**config.mk**
```make
export PLATFORM = sky130hd
export DESIGN_NAME = conv_sequencer
export DESIGN_NICKNAME = d
export VERILOG_FILES = /design/src/rtl/conv_sequencer.sv
export SDC_FILE = /design/constraint.sdc
export NUM_CORES = 1
export LEC_CHECK = 0
export CAP_MARGIN = 20
export CORE_MARGIN = 2
export CORE_UTILIZATION = 55
export CTS_CLUSTER_SIZE = 14
export DETAILED_ROUTE_END_ITERATION = 12
export PLACE_DENSITY = 0.79
export SLEW_MARGIN = 20
export SYNTH_ARGS = -nofsm -noshare
export SYNTH_HDL_FRONTEND = slang
export SYNTH_SLANG_ARGS = --single-unit
```
**constraint.sdc**
```tcl
create_clock -name clk -period 4.9 [get_ports clk]
set_input_delay 0.98 -clock clk [delete_from_list [all_inputs] [get_ports clk]]
set_output_delay 0.98 -clock clk [all_outputs]
set_load 0.005 [all_outputs]
```
**src/rtl/conv_sequencer.sv**
```systemverilog
// conv_sequencer: central scheduler for the P-lane convolution datapath.
// Once a full input frame sits in the x buffer, it walks the filter taps
// for one batch of P outputs at a time. For each batch it drives the x/filter
// read addresses, the MAC accumulate enable and clear, and the result
// handshake towards the output buffer.
// Every output is a register. Most outputs are loaded from the next-state
// values, so they line up with the state they describe.
module conv_sequencer #(
   parameter int LENX  = 64,
   parameter int LENF  = 33,
   parameter int P     = 2,
   parameter int ADDRX = 6,
   parameter int ADDRF = 6
) (
   input  logic                 clk,
   input  logic                 reset,
   input  logic                 x_loaded,
   input  logic                 out_ready,
   output logic [P*ADDRX-1:0]   addr_x,
   output logic [ADDRF-1:0]     addr_f,
   output logic                 en_acc,
   output logic                 clr_acc,
   output logic                 res_valid,
   output logic [ADDRX-1:0]     res_base,
   output logic [P-1:0]         res_mask,
   output logic                 frame_done,
   output logic                 busy
);

   // Outputs produced by one frame.
   localparam int NOUT = LENX - LENF + 1;
   // Batch base counter is one bit wider than an x address so it never wraps.
   localparam int NW   = ADDRX + 1;
   // Working width for address sums: base + lane + tap cannot overflow this.
   localparam int SW   = ((ADDRX > ADDRF) ? ADDRX : ADDRF) + 2;

   typedef enum logic [2:0] {
      S_IDLE,
      S_ISSUE,
      S_DRAIN,
      S_WRITE,
      S_CLEAR,
      S_DONE
   } state_t;

   state_t             state_reg, state_next;
   logic [ADDRF-1:0]   k_reg, k_next;
   logic [NW-1:0]      n_reg, n_next;

   logic               last_batch;
   logic [P*ADDRX-1:0] addr_x_next;
   logic [P-1:0]       mask_next;

   // The batch just written is the last one once the next base would pass NOUT.
   assign last_batch = (SW'(n_reg) + SW'(P)) >= SW'(NOUT);

   // Per-lane read address and mask, computed from the counters being loaded.
   // Lanes past the end of the frame clamp to the last x sample. Those lanes
   // are masked off in the result, so the clamped data is never used.
   generate
      for (genvar gi = 0; gi < P; gi++) begin : gen_lane
         logic [SW-1:0] lane_base;
         logic [SW-1:0] lane_sum;

         assign lane_base = SW'(n_next) + SW'(gi);
         assign lane_sum  = lane_base + SW'(k_next);

         assign addr_x_next[gi*ADDRX +: ADDRX] =
            (lane_sum > SW'(LENX - 1)) ? ADDRX'(LENX - 1) : lane_sum[ADDRX-1:0];
         assign mask_next[gi] = lane_base < SW'(NOUT);
      end
   endgenerate

   // Next-state and counter logic.
   always_comb begin
      state_next = state_reg;
      k_next     = k_reg;
      n_next     = n_reg;
      case (state_reg)
         S_IDLE: begin
            if (x_loaded) begin
               n_next     = '0;
               k_next     = '0;
               state_next = S_ISSUE;
            end
         end
         S_ISSUE: begin
            if (k_reg == ADDRF'(LENF - 1)) begin
               state_next = S_DRAIN;
            end else begin
               k_next = k_reg + ADDRF'(1);
            end
         end
         S_DRAIN: begin
            state_next = S_WRITE;
         end
         S_WRITE: begin
            if (out_ready) begin
               if (last_batch) begin
                  state_next = S_DONE;
               end else begin
                  n_next     = n_reg + NW'(P);
                  k_next     = '0;
                  state_next = S_CLEAR;
               end
            end
         end
         S_CLEAR: begin
            state_next = S_ISSUE;
         end
         S_DONE: begin
            state_next = S_IDLE;
         end
         default: begin
            state_next = S_IDLE;
         end
      endcase
   end

   // State and counter registers.
   always_ff @(posedge clk) begin
      if (!reset) begin
         state_reg <= S_IDLE;
         k_reg     <= '0;
         n_reg     <= '0;
      end else begin
         state_reg <= state_next;
         k_reg     <= k_next;
         n_reg     <= n_next;
      end
   end

   // Read addresses advance only while issuing. They hold through DRAIN,
   // so the final tap's data is still addressed while it accumulates.
   always_ff @(posedge clk) begin
      if (!reset) begin
         addr_x <= '0;
         addr_f <= '0;
      end else if (state_next == S_ISSUE) begin
         addr_x <= addr_x_next;
         addr_f <= k_next;
      end
   end

   // Accumulator control. Enable trails ISSUE by one cycle to match the
   // buffer/ROM read latency. Clear is asserted in every state that sits
   // between batches.
   always_ff @(posedge clk) begin
      if (!reset) begin
         en_acc  <= 1'b0;
         clr_acc <= 1'b1;
      end else begin
         en_acc  <= (state_reg == S_ISSUE);
         clr_acc <= (state_next == S_IDLE) || (state_next == S_CLEAR) ||
                    (state_next == S_DONE);
      end
   end

   // Result handshake. Base and mask are captured on entry to WRITE and
   // hold until the next batch.
   always_ff @(posedge clk) begin
      if (!reset) begin
         res_valid <= 1'b0;
         res_base  <= '0;
         res_mask  <= '0;
      end else begin
         res_valid <= (state_next == S_WRITE);
         if ((state_next == S_WRITE) && (state_reg != S_WRITE)) begin
            res_base <= n_next[ADDRX-1:0];
            res_mask <= mask_next;
         end
      end
   end

   // Frame status: a single-cycle done pulse, and busy outside IDLE.
   always_ff @(posedge clk) begin
      if (!reset) begin
         frame_done <= 1'b0;
         busy       <= 1'b0;
      end else begin
         frame_done <= (state_next == S_DONE);
         busy       <= (state_next != S_IDLE);
      end
   end

endmodule

```
==> flow_metrics.py, run 1 <==
metrics = {
    "synthesis": {
        "synth_xor_area_frac": 0.0381,
        "syn_nets": 330,
        "synthSimpleGateAreaFrac": 0.230,
        "synth_seq_area_share": 0.341,
        "yosys_warnings": 0,
        "synthTopCellsByArea": "dfxtp_1 34%, ha_1 7.3%, o21ai_0 4.0%",
        "avgSynthCellArea_um2": 8.96,
        "muxShareOfSynthArea": 0,
        "yosysUniqueCellTypes": 62,
        "synth_compound_area_frac": 0.254,
        "synth_top_flop_cell": "dfxtp_1",
        "synth_top_cell_by_area": "dfxtp_1",
        "synth_cells": 308,
        "synth-seq-cells": 47,
        "synth_top_area_share": 0.341,
        "synth-async-reset-ratio": 0,
        "synth_top_family_by_area": "compound AO/OA/AOI/OAI gates",
        "synth-edff-count": 0,
        "syn_area_um2": 2760,
        "yosys.area_share.adder": 0.0870,
    },
    "sta": {
        "fmax_mhz": 222,
        "tns_ns": 0,
        "hold_violations": 0,
        "setup_viol": 0,
        "rsz0062_at_grt": "no",
        "drv_slew": 0,
        "tightest_slew_ns": 0.925,
        "whs_ns": 0.457,
        "slew_headroom": 0.382,
        "finalClockSkew_ns": 0.00525,
        "period_share": 0.918,
        "fin_crit_ns": 4.50,
    },
    "route": {
        "routed_wl_mm": 6.35,
        "drt_iter0_markers": 126,
        "dr.pass1.iters": 4,
        "post_drt_wl_per_cell_um": 15.0,
        "vias": 2430,
        "viasPerCell": 5.72,
        "ant_nets": 0,
        "drc": 0,
    },
    "clock_network": {
        "cts_setup_buffers": 0,
        "htreeDepth": 2,
        "cts_tree": "built",
        "cts.sinks": 47,
        "cts_inserted_buffers": 5,
        "post_cts_resized": 0,
        "clk_pin_slew_ns": 0.08,
        "clkLatencyLatePin_ns": 0.30,
        "cts-root-buf": "clkbuf_8",
        "cts_hold_buf": 0,
        "cts_buffer_depth": 2,
    },
    "pwr": {
        "total_power_uw": 825,
        "p_leak_uw": 0.00145,
        "combPwrFrac": 0.104,
        "p_sw_frac": 0.220,
        "powerDensity_nw_per_um2": 242,
        "p_int_uw": 644,
        "p_clk_frac": 0.409,
        "power_switching_uw": 182,
        "seq_power_share": 0.487,
        "ir_drop_uv": 177,
    },
    "floorplan": {
        "ios": 35,
        "initial_utilization": 0.577,
        "coreArea_um2": 4790,
        "dieArea_um2": 5600,
        "die_h_um": 74.8,
        "rows": 25,
        "die_x_um": 74.8,
    },
    "global_routing": {
        "grt_pass1_vias": 2346,
        "antenna_found_initial": 0,
        "track_usage": 0.252,
        "grt_pass1_wl_mm": 10.8,
        "grt_max_degree": 26,
        "grt.overflow.total": 0,
    },
    "run": {
        "maxCapViolCount": 0,
    },
    "final_layout": {
        "mostFrequentLayoutCells": "47 x dfxtp_1, 34 x clkdlybuf4s50_1, 27 x nand2_1, 27 x nor2_1, 22 x o21ai_0",
        "num_antenna_cells": 0,
        "layout-drive-gt1-share": 0.162,
        "final_core_util": 0.712,
        "fin_cells": 425,
        "final_common_cell": "dfxtp_1",
        "nets": 379,
        "area_delta_synth_final_pct": 23.4,
        "largest_register_ffs": 12,
    },
    "critical_path": {
        "critPathArrivalTime_ns": 4.70,
        "worst-setup-path-type": "in -> reg",
        "cp_data_required_time_ns": 5.10,
        "crit_path_end_kind": "flop",
        "cp-start-kind": "input pin",
        "critPathMaxFanout": 6,
    },
    "placed_design": {
        "place.gp.congestion": 0.906,
        "port_buffers": 34,
        "dp_cells": 417,
        "dp_hpwl_mm": 4.69,
    },
    "outcome": {
        "status": "completed",
    },
    "min_path": {
        "hold_path.class": "reg -> reg",
    },
}
[synthesized netlist by cell type (3+ instances only)]
library cell / n
dfxtp_1: 47
nand2_1: 27
nor2_1: 27
o21ai_0: 22
inv_1: 19
ha_1: 16
a21oi_1: 12
nor3_1: 8
a31oi_1: 7
clkbuf_1: 7
nand3_1: 7
a41oi_2: 6
and2_1: 6
o221a_2: 6
xnor2_1: 6
xor2_1: 6
a21o_1: 4
nor2b_1: 4
or3_1: 4
a211oi_1: 3
nand2b_1: 3
nor3b_1: 3
[final cells by class]
class | instances | area, um^2
Clock buffer | 6 | 72.6
Clock inverter | 2 | 60.1
Fill cell | 403 | 1380
Inverter | 21 | 78.8
Multi-Input combinational cell | 229 | 1690
Sequential cell | 47 | 941
Tap cell | 67 | 83.8
Timing Repair Buffer | 53 | 483
[critical path, cell delays in order]
cell and delay (ns):
clkdlybuf4s50_1 0.42, nor2b_1 0.16, o21ai_1 0.14, o21ai_0 0.12, a21oi_1 0.21, nor3_1 0.09
o21ai_0 0.26, ha_1 0.21, inv_1 0.06, fa_1 0.40, nor2b_1 0.14, o21ai_0 0.10
a21boi_0 0.24, o21ai_0 0.15, or3_1 0.38, a211o_1 0.38, o221a_2 0.27
[cells by family (layout without fill, tap and decap cells)]
family,count (synthesis),count (layout)
fa+ha+maj,18,18
buf+inv,32,82
compound gates,88,88
simple gates,111,111
xor+xnor,12,12
flops,47,47
[per-stage QoR]
| step | worst slack (ns) | instance area [um^2] |
|---|---|---|
| global placement | 0.211 | 3270 |
| detailed placement | 0.190 | 3270 |
| floorplan | 0.602 | 2760 |
| CTS | 0.412 | 3410 |
| global route | 0.117 | 3410 |
| finish | 0.401 | 3410 |
[path summary, 6_finish.rpt]
kind | endpoint | startpoint | slack (ns) | depth (start not counted)
setup / recovery | addr_x[2] | out_ready | 0.40 | 17
hold reg to reg | res_base[5] | res_base[5] | 0.46 | 2
setup reg to reg | addr_x[2] | n_reg[1] | 0.63 | 17
hold / removal | res_base[5] | res_base[5] | 0.46 | 2
[layer usage]
metal	track usage	up-vias	part of all wire
met5	0	-	0
met4	0.0833	0	0.022
met3	0.0455	12	0.037
met2	0.435	51	0.48
met1	0.317	1154	0.46
li1	-	1213	-
[power by group through the flow]
stage	registers (uW)	logic [uW]	clock network [uW]
finish	402	86.0	337
global route	404	94.6	356
CTS	402	86.5	341
detailed placement	411	85.5	0
global placement	411	84.7	0
floorplan	410	44.5	0
Power figures use the tool's default switching activity.
==> run 2, diff against run 1 <==
Settings changed: CORE_UTILIZATION 55 to 30, MAX_ROUTING_LAYER set to met4, PLACE_DENSITY 0.79 to unset.
==> run 2 against run 1 <==
  * Critical path depth unchanged
  * Hold slack better by 0.0023 ns
  * Final cell count up 11%
  * Die area up 78%
  * Sequential power about the same
  * Final area up 1.2%
  * First-iteration DRC count down 39%
  * Wire length up 6.0%
  * Highest routed layer unchanged
==> flow_metrics.py, run 2 (same netlist as run 1, synthesis figures left out) <==
metrics = {
    "outcome": {
        "status": "completed",
    },
    "critical_path": {
        "reg2reg_to": "addr_x[5]",
        "crit_path_end_kind": "flop",
        "r2r_slack_ns": 0.72,
        "critPathMaxStageDelay_ns": 0.42,
        "path_cells": "clkdlybuf4s50_1 -> nor2b_1 -> o21ai_1 -> o21ai_0 -> a21oi_1 -> nor3_1 -> o21ai_0 -> ha_1 -> inv_1 -> fa_1 -> nor2b_1 -> o21ai_0 -> a21boi_0 -> o21ai_0 -> or3_1 -> a211o_1 -> o221a_2",
        "path_common_cell": "o21ai_0",
        "critPathMaxFanout": 6,
        "rr_worst_depth": 17,
        "rr_startpoint": "n_reg[1]",
        "critPathArrivalTime_ns": 4.63,
        "cp-start-kind": "input pin",
        "cp_data_required_time_ns": 5.10,
        "worst-setup-path-type": "in -> reg",
        "crit_slowest_cell": "clkdlybuf4s50_1",
    },
    "final_layout": {
        "multi_input_area_um2": 1690,
        "mostFrequentLayoutCells": "47 x dfxtp_1, 34 x clkdlybuf4s50_1, 27 x nand2_1, 27 x nor2_1, 22 x o21ai_0",
        "seq_area_um2": 941,
        "nets": 380,
        "num_antenna_cells": 0,
        "fillers": 945,
        "layout-drive-gt1-share": 0.167,
        "fin_cells": 470,
        "area_delta_synth_final_pct": 24.9,
        "final_common_cell": "dfxtp_1",
        "largest_register_ffs": 12,
    },
    "route": {
        "drc": 0,
        "dr.pass1.iters": 4,
        "drt_iter0_markers": 77,
        "vias": 2361,
        "ant_nets": 0,
        "routed_wl_mm": 6.74,
        "post_drt_wl_per_cell_um": 14.3,
        "viasPerCell": 5.02,
    },
    "placed_design": {
        "dp_hpwl_mm": 5.06,
        "place.gp.congestion": 0.884,
        "port_buffers": 34,
        "dp_slack_ns": 0.161,
        "dp_cells": 462,
    },
    "pwr": {
        "p_leak_uw": 0.00145,
        "ir_drop_uv": 135,
        "power_switching_uw": 188,
        "total_power_uw": 781,
        "powerDensity_nw_per_um2": 226,
        "p_clk_frac": 0.373,
        "combPwrFrac": 0.111,
        "p_sw_frac": 0.241,
        "seq_power_share": 0.515,
        "p_int_uw": 592,
    },
    "sta": {
        "tightest_slew_ns": 0.958,
        "setup_slack_ns": 0.475,
        "whs_ns": 0.459,
        "rsz0062_at_grt": "no",
        "finalClockSkew_ns": 0.00768,
        "period_share": 0.903,
        "slew_headroom": 0.360,
        "drv_slew": 0,
        "setup_viol": 0,
        "fmax_mhz": 226,
        "tns_ns": 0,
        "hold_violations": 0,
        "fin_crit_ns": 4.42,
    },
    "clock_network": {
        "htreeDepth": 2,
        "cts_tree": "built",
        "clk_pin_slew_ns": 0.09,
        "cts-root-buf": "clkbuf_8",
        "cts_buffer_depth": 2,
        "clkLatencyLatePin_ns": 0.30,
        "cts_inserted_buffers": 5,
        "cts_setup_buffers": 0,
        "cts.sinks": 47,
        "cts_hold_buf": 0,
        "post_cts_resized": 0,
    },
    "global_routing": {
        "grt_pass1_wl_mm": 11.5,
        "grt_max_degree": 26,
        "track_usage": 0.147,
        "grt.overflow.total": 0,
        "antenna_found_initial": 0,
        "grt_pass1_vias": 2309,
    },
    "floorplan": {
        "die_h_um": 99.9,
        "ios": 35,
        "initial_utilization": 0.304,
        "rows": 35,
        "dieArea_um2": 9980,
        "die_x_um": 99.9,
        "coreArea_um2": 9060,
    },
    "min_path": {
        "hold_start": "res_mask[0]",
        "hold-path-cell-count": 2,
        "hold_path.class": "reg -> reg",
        "holdPathEnd": "res_mask[0]",
    },
    "run": {
        "maxCapViolCount": 0,
    },
}
-- run 2: cell count changes in the layout (fill, tap and decap cells not counted), sizes merged --
cell	change
clkinv	+2
buf	+1
bufinv	-1
clkbuf	-1
-- run 2: critical path, delay by kind of cell --
family | cells | cell delay, ns
and+or+nand+nor | 4 | 0.72
adders and majority gates | 2 | 0.60
buffers and inverters | 2 | 0.47
AOI/OAI and AO/OA | 9 | 1.86
-- run 2: layout make-up --
type / instances / share of cell area
repair buffers: 54 / 0.142
well taps: 111 / 0.0403
inverters: 21 / 0.0229
flip-flops and latches: 47 / 0.273
clock buffers: 5 / 0.0200
multi-input cells: 229 / 0.489
clock inverters: 3 / 0.0127
-- run 2: metrics by stage --
stage	area [um^2]	util
2_1_floorplan	2760	-
3_3_place_gp	3340	0.368
3_5_place_dp	3340	0.368
4_1_cts	3450	0.380
5_1_grt	3450	0.380
6_report	3450	0.380
-- run 2: how the worst max path moves through the flow --
stage / start / end / slack [ns] / depth (start not counted)
2_1_floorplan: out_ready / addr_x[0] / 0.60 / 15
3_3_place_gp: x_loaded / addr_x[8] / 0.16 / 16
3_5_place_dp: x_loaded / addr_x[10] / 0.16 / 13
4_1_cts: x_loaded / addr_x[10] / 0.48 / 13
5_1_grt: out_ready / addr_x[3] / 0.16 / 17
6_report: out_ready / addr_x[5] / 0.48 / 17
-- run 2: power groups by stage --
stage	Combinational, uW	Sequential, uW	Clock [uW]
2_1_floorplan	44.5	410	0
3_3_place_gp	87.6	411	0
3_5_place_dp	87.1	411	0
4_1_cts	88.1	402	303
5_1_grt	96.3	404	319
6_report	87.0	402	291
-- run 2: routing by layer --
layer	vias to the layer above	part of all wire	global-route usage
met3	4	0.029	0.0258
met5	-	0	-
li1	1215	-	-
met1	1108	0.51	0.198
met4	0	0.0062	0.0327
met2	34	0.45	0.232
==> run 3, diff against run 2 <==
Settings changed: PLACE_DENSITY set to 0.58.
==> run 3 against run 2 <==
  * Hold slack improved by 0.0041 ns
  * Non-clock buffer count rose by 1
  * Global-route usage rose by 0.51 points
  * Total power fell by 3.7%
  * Combinational power rose by 1%
  * Critical path type unchanged
  * First-iteration DRC count rose by 31%
  * Clock skew fell by 0.0028 ns
  * Utilization did not move
  * Sequential share of layout area did not move
  * Register-to-register slack got worse by 0.04 ns
  * Sequential power barely moved
  * Critical endpoint unchanged
  * Worst setup slack got worse by 0.048 ns
==> flow_metrics.py, run 3 (same netlist as run 1, synthesis figures left out) <==
metrics = {
    "outcome": {
        "status": "completed",
    },
    "sta": {
        "drv_slew": 0,
        "setup_viol": 0,
        "fin_crit_ns": 4.47,
        "fmax_mhz": 224,
        "period_share": 0.913,
        "whs_ns": 0.463,
        "rsz0062_at_grt": "no",
        "finalClockSkew_ns": 0.00490,
        "tightest_slew_ns": 0.898,
        "slew_headroom": 0.400,
        "hold_violations": 0,
        "setup_slack_ns": 0.427,
        "tns_ns": 0,
    },
    "global_routing": {
        "grt.overflow.total": 0,
        "grt_pass1_vias": 2377,
        "track_usage": 0.152,
        "grt_max_degree": 26,
        "antenna_found_initial": 0,
        "grt_pass1_wl_mm": 11.9,
    },
    "route": {
        "ant_nets": 0,
        "drt_iter0_markers": 101,
        "routed_wl_mm": 6.96,
        "vias": 2386,
        "viasPerCell": 5.07,
        "post_drt_wl_per_cell_um": 14.8,
        "dr.pass1.iters": 4,
        "drc": 0,
    },
    "critical_path": {
        "reg2reg_to": "addr_x[5]",
        "critPathMaxFanout": 6,
        "cp_data_required_time_ns": 5.10,
        "r2r_slack_ns": 0.68,
        "rr_startpoint": "n_reg[1]",
        "critPathArrivalTime_ns": 4.68,
        "worst-setup-path-type": "in -> reg",
        "crit_path_end_kind": "flop",
        "cp-start-kind": "input pin",
        "rr_worst_depth": 17,
    },
    "floorplan": {
        "die_x_um": 99.9,
        "die_h_um": 99.9,
        "dieArea_um2": 9980,
        "initial_utilization": 0.304,
        "ios": 35,
        "coreArea_um2": 9060,
        "rows": 35,
    },
    "clock_network": {
        "cts.sinks": 47,
        "cts_inserted_buffers": 5,
        "cts-root-buf": "clkbuf_8",
        "clkLatencyLatePin_ns": 0.30,
        "cts_hold_buf": 0,
        "htreeDepth": 2,
        "cts_buffer_depth": 2,
        "clk_pin_slew_ns": 0.09,
        "cts_tree": "built",
    },
    "final_layout": {
        "area_delta_synth_final_pct": 24.9,
        "fillers": 948,
        "nets": 381,
        "largest_register_ffs": 12,
        "final_cell_area_um2": 3450,
        "layout-drive-gt1-share": 0.169,
        "num_antenna_cells": 0,
        "mostFrequentLayoutCells": "47 x dfxtp_1, 34 x clkdlybuf4s50_1, 27 x nand2_1, 27 x nor2_1, 22 x o21ai_0",
        "final_common_cell": "dfxtp_1",
    },
    "min_path": {
        "hold_start": "res_mask[0]",
        "hold_path.class": "reg -> reg",
        "hold-path-cell-count": 2,
        "holdPathEnd": "res_mask[0]",
    },
    "pwr": {
        "powerDensity_nw_per_um2": 218,
        "ir_drop_uv": 104,
        "p_leak_uw": 0.00145,
    },
    "placed_design": {
        "dp_hpwl_mm": 5.17,
        "port_buffers": 34,
        "dp_slack_ns": 0.150,
        "placed_cell_area_um2": 3340,
        "place.gp.congestion": 0.834,
    },
    "run": {
        "maxCapViolCount": 0,
    },
}
==> run 3: changes by cell type in the layout (fill, tap and decap cells not counted) <==
cell,change
clkbuf_8,+2
buf_4,+1
bufinv_16,-1
clkbuf_1,+1
clkinv_2,-1
clkinv_4,-1
nor3_1,-1
nor3_2,+1
==> run 3: timing repair <==
item / 4_1_cts / 5_1_grt
setup buffers: 0 / 0
endpoints found under the setup margin: 0 / 3
resized for setup: 0 / 1
==> run 3: worst max-delay path, cell delays in order <==
cell and delay, ns:
clkdlybuf4s50_1 0.42, nor2b_1 0.15, o21ai_1 0.10, o21ai_0 0.09, a21oi_1 0.23, nor3_1 0.09
o21ai_0 0.29, ha_1 0.22, inv_1 0.06, fa_1 0.38, nor2b_1 0.12, o21ai_0 0.10
a21boi_0 0.27, o21ai_0 0.15, or3_1 0.36, a211o_1 0.39, o221a_2 0.28
==> run 3: report_power, final <==
group | internal (uW) | total (uW) | switching [uW]
Combinational | 46.1 | 87.9 | 41.8
Clock | 129 | 261 | 132
Sequential | 394 | 402 | 7.87
Total | 570 | 752 | 182
==> run 3: final cells by class <==
cell class / instances / area (um^2) / area share
Timing Repair Buffer: 55 / 498 / 0.144
Clock buffer: 8 / 100 / 0.0290
Sequential cell: 47 / 941 / 0.273
Tap cell: 111 / 139 / 0.0403
Multi-Input combinational cell: 229 / 1690 / 0.491
Inverter: 21 / 78.8 / 0.0229
==> run 3: worst max path at each step <==
stage,depth (start not counted),from,slack [ns],to
3_3_place_gp,16,x_loaded,0.18,addr_x[8]
2_1_floorplan,15,out_ready,0.60,addr_x[0]
4_1_cts,17,out_ready,0.45,addr_x[1]
6_report,17,out_ready,0.43,addr_x[5]
5_1_grt,18,out_ready,0.08,addr_x[11]
3_5_place_dp,17,out_ready,0.15,addr_x[3]
==> run 3: routing by layer <==
metal / part of all wire / routed length (um) / global-route usage
met4: 0.012 / 83 / 0.0337
met5: 0 / 0 / -
met1: 0.50 / 3490 / 0.197
met2: 0.45 / 3150 / 0.244
met3: 0.034 / 236 / 0.0341
==> run 3: stage by stage <==
step                      cells  utilization  power, uW
after CTS                   471        0.380        765
after floorplan             308            -        455
after detailed placement    463        0.369        499
final                       471        0.380        752
after global placement      463        0.369        499
after global routing        471        0.380        788
